===== config.mk =====
export PLATFORM = sky130hd
export DESIGN_NAME = arbitro_de_funcionalidade
export DESIGN_NICKNAME = d
export VERILOG_FILES = /design/src/rtl/arbitro_de_funcionalidade.sv
export SDC_FILE = /design/constraint.sdc
export NUM_CORES = 1
export LEC_CHECK = 0
export CAP_MARGIN = 20
export CORE_MARGIN = 2
export CORE_UTILIZATION = 41
export DETAILED_ROUTE_END_ITERATION = 10
export DONT_BUFFER_PORTS = 1
export PLACE_DENSITY = 0.63
export SYNTH_ARGS = -nofsm -noshare
export SYNTH_HDL_FRONTEND = slang
export SYNTH_SLANG_ARGS = --single-unit

===== constraint.sdc =====
create_clock -name CLK -period 3.6 [get_ports CLK]
set_clock_uncertainty 0.2 [all_clocks]
set_input_delay 0.54 -clock CLK [delete_from_list [all_inputs] [get_ports CLK]]
set_output_delay 0.54 -clock CLK [all_outputs]
set_load 0.02 [all_outputs]

===== src/rtl/arbitro_de_funcionalidade.sv =====
// Purpose: arbitrates the shared LED output resource between two users. Both users
//          are granted when their functionality codes differ, otherwise one wins.
// Latency: 1 cycle from request to registered grant. No backpressure: inputs are sampled every cycle.
//
// Ports:
//   CLK, RST_N              clock (rising edge), async active-low reset
//   USER0/1  [2:0]          user codes, a larger value means higher priority
//   FUNC0/1  [2:0]          functionality codes, 000 means no request
//   GNT      [1:0]          bit i = user i owns the resource
//   FUNC_ATIVA0/1 [2:0]     FUNCi gated by the grant, for the functionality decoders
//   USER_BLOQ [2:0], BLOQ_VALID   code of the user being denied, and its valid flag
//   TROCA                   one-cycle pulse after any change of GNT
module arbitro_de_funcionalidade #(
    parameter int MIN_HOLD = 4,
    parameter int MAX_HOLD = 32,
    parameter int CNT_W    = 8
) (
    input  logic       CLK,
    input  logic       RST_N,
    input  logic [2:0] USER0,
    input  logic [2:0] FUNC0,
    input  logic [2:0] USER1,
    input  logic [2:0] FUNC1,
    output logic [1:0] GNT,
    output logic [2:0] FUNC_ATIVA0,
    output logic [2:0] FUNC_ATIVA1,
    output logic [2:0] USER_BLOQ,
    output logic       BLOQ_VALID,
    output logic       TROCA
);

    typedef enum logic [1:0] {IDLE, SERV0, SERV1, AMBOS} state_t;

    localparam logic [CNT_W-1:0] MIN_C = CNT_W'(MIN_HOLD);
    localparam logic [CNT_W-1:0] MAX_C = CNT_W'(MAX_HOLD);

    state_t           state;
    state_t           state_nxt;
    state_t           decided;
    logic [CNT_W-1:0] cnt;
    logic [CNT_W-1:0] cnt_nxt;
    logic             last;      // 0 = user 0 was the last single holder, 1 = user 1
    logic             req0;
    logic             req1;
    logic [1:0]       gnt_nxt;

    assign req0 = (FUNC0 != 3'b000);
    assign req1 = (FUNC1 != 3'b000);

    // Fresh arbitration over the current requests, ignoring any hold.
    always_comb begin
        decided = IDLE;
        if (req0 && req1) begin
            if (FUNC0 != FUNC1)
                decided = AMBOS;
            else if (USER0 > USER1)
                decided = SERV0;
            else if (USER1 > USER0)
                decided = SERV1;
            else
                decided = last ? SERV0 : SERV1;   // tie: whoever did not hold last
        end else if (req0) begin
            decided = SERV0;
        end else if (req1) begin
            decided = SERV1;
        end
    end

    always_comb begin
        state_nxt = state;
        case (state)
            IDLE: state_nxt = decided;
            SERV0: begin
                if (!req0)
                    state_nxt = decided;
                else if (cnt >= MIN_C) begin
                    // FUNC equality implies the other user is requesting, since req0 holds
                    if (req1 && (FUNC1 != FUNC0))
                        state_nxt = AMBOS;
                    else if ((FUNC1 == FUNC0) && (USER1 > USER0))
                        state_nxt = SERV1;
                    else if ((FUNC1 == FUNC0) && (USER1 == USER0) && (cnt == MAX_C))
                        state_nxt = SERV1;
                end
            end
            SERV1: begin
                if (!req1)
                    state_nxt = decided;
                else if (cnt >= MIN_C) begin
                    if (req0 && (FUNC0 != FUNC1))
                        state_nxt = AMBOS;
                    else if ((FUNC0 == FUNC1) && (USER0 > USER1))
                        state_nxt = SERV0;
                    else if ((FUNC0 == FUNC1) && (USER0 == USER1) && (cnt == MAX_C))
                        state_nxt = SERV0;
                end
            end
            AMBOS: begin
                // a release or a collision of FUNCs is resolved at once, no hold
                if (!req0 || !req1 || (FUNC0 == FUNC1))
                    state_nxt = decided;
            end
            default: state_nxt = IDLE;
        endcase
    end

    assign gnt_nxt = {(state_nxt == SERV1) || (state_nxt == AMBOS),
                      (state_nxt == SERV0) || (state_nxt == AMBOS)};

    always_comb begin
        cnt_nxt = cnt;
        if ((state_nxt != state) && (state_nxt != IDLE))
            cnt_nxt = '0;
        else if (cnt < MAX_C)
            cnt_nxt = cnt + 1'b1;
    end

    always_ff @(posedge CLK or negedge RST_N) begin
        if (!RST_N) begin
            state       <= IDLE;
            cnt         <= '0;
            last        <= 1'b1;
            GNT         <= 2'b00;
            FUNC_ATIVA0 <= 3'b000;
            FUNC_ATIVA1 <= 3'b000;
            USER_BLOQ   <= 3'b000;
            BLOQ_VALID  <= 1'b0;
            TROCA       <= 1'b0;
        end else begin
            state       <= state_nxt;
            cnt         <= cnt_nxt;
            if (state_nxt == SERV0)
                last <= 1'b0;
            else if (state_nxt == SERV1)
                last <= 1'b1;
            GNT         <= gnt_nxt;
            TROCA       <= (gnt_nxt != GNT);
            FUNC_ATIVA0 <= gnt_nxt[0] ? FUNC0 : 3'b000;
            FUNC_ATIVA1 <= gnt_nxt[1] ? FUNC1 : 3'b000;
            if ((state_nxt == SERV0) && req1) begin
                USER_BLOQ  <= USER1;
                BLOQ_VALID <= 1'b1;
            end else if ((state_nxt == SERV1) && req0) begin
                USER_BLOQ  <= USER0;
                BLOQ_VALID <= 1'b1;
            end else begin
                USER_BLOQ  <= 3'b000;
                BLOQ_VALID <= 1'b0;
            end
        end
    end

endmodule


# Yosys cells after proc, flatten, opt, wreduce, memory -nomap -nowiden

Index checks and enable logic that the tools add are counted.

Add/subtract/negate cells: 1
$lt $le $gt $ge: 4
Equality and inequality tests: 15
Muxes and demuxes: 29
Reductions and logical operators: 24

Operator list:

| operator            | count |
|---|---|
| $mux 2              | 18 |
| $mux 8              | 2 |
| $eq 3x3->1          | 4 |
| $logic_and 1x1->1   | 12 |
| $mux 3              | 4 |
| $add 8x1->8 const B | 1 |
| $eq 2x2->1 const B  | 4 |
| $eq 8x6->1 const B  | 1 |
| $ge 8x3->1 const B  | 1 |
| $lt 8x6->1 const B  | 1 |
| $pmux 2 s4          | 1 |
| $gt 3x3->1          | 2 |
| $ne 3x3->1          | 2 |
| $reduce_bool 2->1   | 3 |
| $reduce_bool 3->1   | 2 |
| $eq 2x1->1 const B  | 2 |
| $logic_or 1x1->1    | 4 |
| $mux 1              | 4 |
| $ne 2x2->1          | 2 |
| $logic_not 1->1     | 2 |
| $logic_not 2->1     | 1 |

Bits in registers: 24
Bits of input ports: 14
Output and inout bits: 13

# Longest topological paths before layout

Gate-level depths: netlist (run 1).

Depth in word-level cells: 13
Mapped depth: 14

# Worst setup path before layout (run 1)

Ideal clock, no wire load.

Kind: input port to flip-flop
From: in USER1[2]
To: reg TROCA
Setup time: 0.128 ns
Arrival time: 2.701 ns
Path slack: 0.571 ns
Stages on the path: 13
Buffers on the path: 1
Cell sequence: inv_1 > ha_1 > and3_1 > buf_2 > and4_1 > a311o_1 > nand2_1 > o221ai_1 > and3_1 > ha_1 > nor2_1 > xor2_1 > nand2_1

Word-level cells in the longest chain between the ends: 12
Elaborated cells on any way between the ends: 32

RTL lines:

| item                                                               | line     | text |
|---|---|---|
| start: declaration                                                 | 22       | `input logic [2:0] USER1,` |
| parallel branches: the longest is 8 deep, another holds $gt 3x3->1 | --       |  |
| $pmux 2 s4 (*)                                                     | 71       | `case (state)` |
| net state_nxt[0]                                                   | 38       | `state_t state_nxt;` |
| $eq 2x1->1, or another cell as far along                           | 108      | `(state_nxt == SERV0) \|\| (state_nxt == AMBOS)};` |
| $logic_or 1x1->1, on equally long branches                         | 108, 107 |  |
| $ne 2x2->1 (*)                                                     | 137      | `TROCA <= (gnt_nxt != GNT);` |
| end signal: assignment                                             | 137      |  |
| end: declaration                                                   | 29       | `output logic TROCA` |

Mark *: on every way through the listed nets, which the timed path passes.
A chain may end at the register's enable or synchronous reset.

# Worst setup path after layout (run 1)

From: reg cnt[7]
To: reg TROCA

Word-level cells in the longest chain between the ends: 11
Elaborated cells on any way between the ends: 21

RTL lines:

| item                             | line   | text |
|---|---|---|
| start: declaration               | 40     | `logic [CNT_W-1:0] cnt;` |
| start signal: assignment         | 131    | `cnt <= cnt_nxt;` |
| $eq 8x6->1                       | 82, 94 |  |
| $logic_and 1x1->1                | 82, 94 |  |
| $mux 2, on equally long branches | 94, 82 |  |
| $mux 2, on equally long branches | 92, 80 |  |
| $mux 2, on equally long branches | 90, 78 |  |
| $mux 2, on equally long branches | 89, 76 |  |
| $mux 2, on equally long branches | 87, 74 |  |
| $pmux 2 s4 (*)                   | 71     |  |
| $eq 2x2->1                       | 107    | `assign gnt_nxt = {(state_nxt == SERV1) \|\| (state_nxt == AMBOS),` |
| $logic_or 1x1->1 (*)             | 107    |  |
| net gnt_nxt[1]                   | 45     | `logic [1:0] gnt_nxt;` |
| $ne 2x2->1 (*)                   | 137    |  |

The timed path passes the listed nets; every way through them passes the cells marked *.

==> results of run 1 <==
[cell type report]
cell class,instances,area [µm²],share of cell area
clock buffers,3,22.5,0.0153
clock inverters,1,7.51,0.00508
inverters,10,37.5,0.0254
multi-input cells,101,737,0.499
flip-flops and latches,23,577,0.391
well taps,46,57.6,0.0390
repair buffers,2,37.5,0.0254
[worst register-to-register path, cell delays in order, from the launching register on]
cell	delay, ns
dfrtp_1	0.44
or4_1	0.57
nor3_2	0.27
a21o_1	0.20
o221ai_2	0.12
nor2_1	0.35
inv_1	0.14
ha_1	0.22
nor2_1	0.27
xor2_1	0.17
nand2_1	0.08
[sequential cells by signal (all words and copies together) (netlist names)]
| name | flops |
|---|---|
| BLOQ_VALID | 1 |
| FUNC_ATIVA0 | 3 |
| FUNC_ATIVA1 | 3 |
| GNT | 2 |
| TROCA | 1 |
| USER_BLOQ | 3 |
| cnt | 8 |
| last | 1 |
| state | 1 |
[layer usage]
metal,GRT usage,share of wire,vias to the layer above
li1,-,-,498
met5,0,0,-
met1,0.205,0.46,485
met2,0.226,0.45,32
met4,0.0638,0.018,0
met3,0.0642,0.075,6
[metrics by stage]
step	std cells	power, mW	instance area, µm²	hold WS [ns]	worst slack (ns)
floorplan	139	0.661	1380	0.0444	0.571
global placement	180	0.714	1410	0.0451	0.390
detailed placement	180	0.718	1410	0.0450	0.361
CTS	185	0.859	1450	0.113	0.496
global route	186	0.918	1480	0.113	0.256
finish	186	0.852	1480	0.139	0.471
[cell usage in the layout, fill, tap and decap left out, types with 2 or more instances in the layout]
| cell type | instances |
|---|---|
| ha_1 | 9 |
| a21o_1 | 2 |
| a31oi_1 | 2 |
| and3_1 | 3 |
| nand2b_1 | 2 |
| clkbuf_4 | 3 |
| or3_1 | 3 |
| nor3_2 | 3 |
| xnor2_1 | 4 |
| nand4_1 | 4 |
| a21oi_1 | 6 |
| xor2_1 | 4 |
| or4_1 | 2 |
| nor2_1 | 12 |
| a22o_1 | 3 |
| inv_1 | 10 |
| nand3_1 | 2 |
| nand2_1 | 8 |
| nor2b_1 | 10 |
| dfrtp_1 | 22 |
[power by group through the flow]
stage               Combinational, mW  Clock, mW  Sequential (mW)
detailed placement              0.280          0            0.438
floorplan                       0.252          0            0.408
global placement                0.275          0            0.439
finish                          0.293      0.127            0.432
global route                    0.330      0.141            0.447
CTS                             0.289      0.137            0.433
[how the worst max path moves through the flow]
| stage | from | end |
|---|---|---|
| after detailed placement | USER1[2] | USER_BLOQ[1] |
| after global placement | USER1[2] | USER_BLOQ[2] |
| after CTS | cnt[7] | TROCA |
| final | cnt[7] | TROCA |
| after floorplan | USER1[2] | TROCA |
| after global routing | cnt[7] | TROCA |
[kinds of logic (layout without fill, tap and decap cells)]
group,after synthesis,in the layout,share of synthesized area
simple gates,54,54,0.222
buf+inv,15,16,0.0455
fa+ha+maj,9,9,0.0818
mux,1,1,0.00727
xor+xnor,8,8,0.0509
flops,23,23,0.419
compound gates,29,29,0.174
==> impl_metrics.csv, run 1 <==
group,metric,value,unit
run_status,status,"completed",
drt,wl_per_cell,14.7,µm
logic_synthesis,synth_edf_count,0,
critical_path,cp_slowest_stage_delay,0.56,ns
die,coreArea,3280,µm²
critical_path,critPathArrivalTime,3.15,ns
timing,period_needed,3.13,ns
critical_path,cp-end-kind,"register",
die,start_util,0.419,
layout,drive_gt1_frac,0.0929,
die,dieArea,3840,µm²
critical_path,crit_top_cell,"nor2_1",
logic_synthesis,syn_area,1380,µm²
global_routing,antenna_found_initial,0,
critical_path,regToRegSetupSlack,0.47,ns
layout,utilization,0.450,
power_and_ir_drop,switchingPower,0.362,mW
critical_path,crit_chain,"or4_1 > nor3_2 > a21o_1 > o221ai_2 > nor2_1 > inv_1 > ha_1 > nor2_1 > xor2_1 > nand2_1",
global_routing,grt_pass1_vias,961,
logic_synthesis,synthCells,139,
clocking,cts_resized,0,
logic_synthesis,ys_ff_latch,23,
die,die-height,61.9,µm
die,fp.dieW,61.9,µm
logic_synthesis,synthFlopType,"dfrtp_1",
clocking,cts_buffers,3,
timing,slew_viol_final,0,
placement,io_buffers,0,
clocking,cts_buffer_depth,2,
global_routing,grt_pass1_wl,4.39,mm
logic_synthesis,ys.warnings.count,0,
worst_hold_path,hold_start,"FUNC0[0]",
worst_hold_path,min_to,"FUNC_ATIVA0[0]",
logic_synthesis,ys_seq_area_frac,0.419,
power_and_ir_drop,ir_worst_vdd,0.237,mV
placement,dp_hpwl,2.06,mm
logic_synthesis,syn_avg_cell_area,9.90,µm²
drt,drtIter0Drc,26,
drt,via_count,1021,
timing,finalHoldViolCount,0,
power_and_ir_drop,powerDensity,577,nW/µm²
critical_path,worst_r2r_path_depth,10,
logic_synthesis,netlist_top_cells_count,"dfrtp_1 (22), nor2_1 (12), inv_1 (10), nor2b_1 (10), ha_1 (9)",
timing,maxSlewHeadroom,0.660,
critical_path,cp_max_fo,6,
logic_synthesis,synth.distinct_cells,45,
logic_synthesis,syn_nets,162,
timing,fin_crit_sh,0.869,
layout,syn_to_final_growth,7.27,%
power_and_ir_drop,intPower,0.489,mW
logic_synthesis,synth-async-reset-ratio,1.00,
global_routing,grtUsageTotal,0.156,
global_routing,gr-total-overflow,0,
critical_path,critPathTopFamily,"simple AND/OR/NAND/NOR gates",
logic_synthesis,synth_most_common_cell,"dfrtp_1",
clocking,path_clk_slew,0.14,ns
layout,fillers,325,
critical_path,crit_cells,10,
logic_synthesis,synth_top_area_frac,0.400,
clocking,clock_latency,0.32,ns
timing,setup_viol_count_final,0,
clocking,tritoncts,"done",
worst_hold_path,hold_class,"in -> reg",
logic_synthesis,synth_top_area_cell,"dfrtp_1",
layout,nNetsFinal,164,
timing,fmax,0.320,GHz
timing,worstMarginPinSlew,0.507,ns
clocking,root_buffer,"clkbuf_4",
job,cap_violations,0,
power_and_ir_drop,pwr-share-comb,0.344,
placement,finalWeightedCongestion,0.823,
power_and_ir_drop,p_leak,0.674,nW
critical_path,critPathRequiredTime,3.62,ns
timing,rsz0062_at_grt,"no",
drt,final_antenna_net_count,0,
critical_path,crit_type,"reg -> reg",
critical_path,rr_endpoint,"TROCA",
global_routing,grt_max_degree,24,
critical_path,critPathBufInv,1,
power_and_ir_drop,p_sw_frac,0.425,
power_and_ir_drop,clockPowerShare,0.149,
die,num_rows,21,
clocking,cts_hold_buf,1,
worst_hold_path,whs_path_depth,1,
critical_path,r2r_start,"cnt[7]",
drt,drt_wl_total,2.73,mm
power_and_ir_drop,seqPwrFrac,0.507,
drt,drt_first_pass_iters,4,
drt,viasPerCell,5.49,
clocking,cts_setup_buffers,0,
die,io_pins,27,
critical_path,setup.worst_path.start_class,"register",
clocking,htreeDepth,1,
timing,tns,0,ns
clocking,cts_sinks,23,
critical_path,cp_slowest_cell,"or4_1",
layout,diodes,0,
drt,drt_drc_violations_left,0,
logic_synthesis,yosys-top-cells-area,"dfrtp_1 (40%), ha_1 (8.2%), nor2b_1 (4.5%), nor2_1 (3.3%), inv_1 (2.7%)",
(Power assumes the default switching activity.)
==> inputs of run 2 (changes only) <==
--- a/config.mk
+++ b/config.mk
@@ -8,9 +8,11 @@
 export CAP_MARGIN = 20
 export CORE_MARGIN = 2
 export CORE_UTILIZATION = 41
+export CTS_CLUSTER_DIAMETER = 40
 export DETAILED_ROUTE_END_ITERATION = 10
 export DONT_BUFFER_PORTS = 1
 export PLACE_DENSITY = 0.63
+export SKIP_LAST_GASP = 1
 export SYNTH_ARGS = -nofsm -noshare
 export SYNTH_HDL_FRONTEND = slang
 export SYNTH_SLANG_ARGS = --single-unit
==> results of run 2 <==
The final DEF is identical to that of run 1; final timing and power are the same.
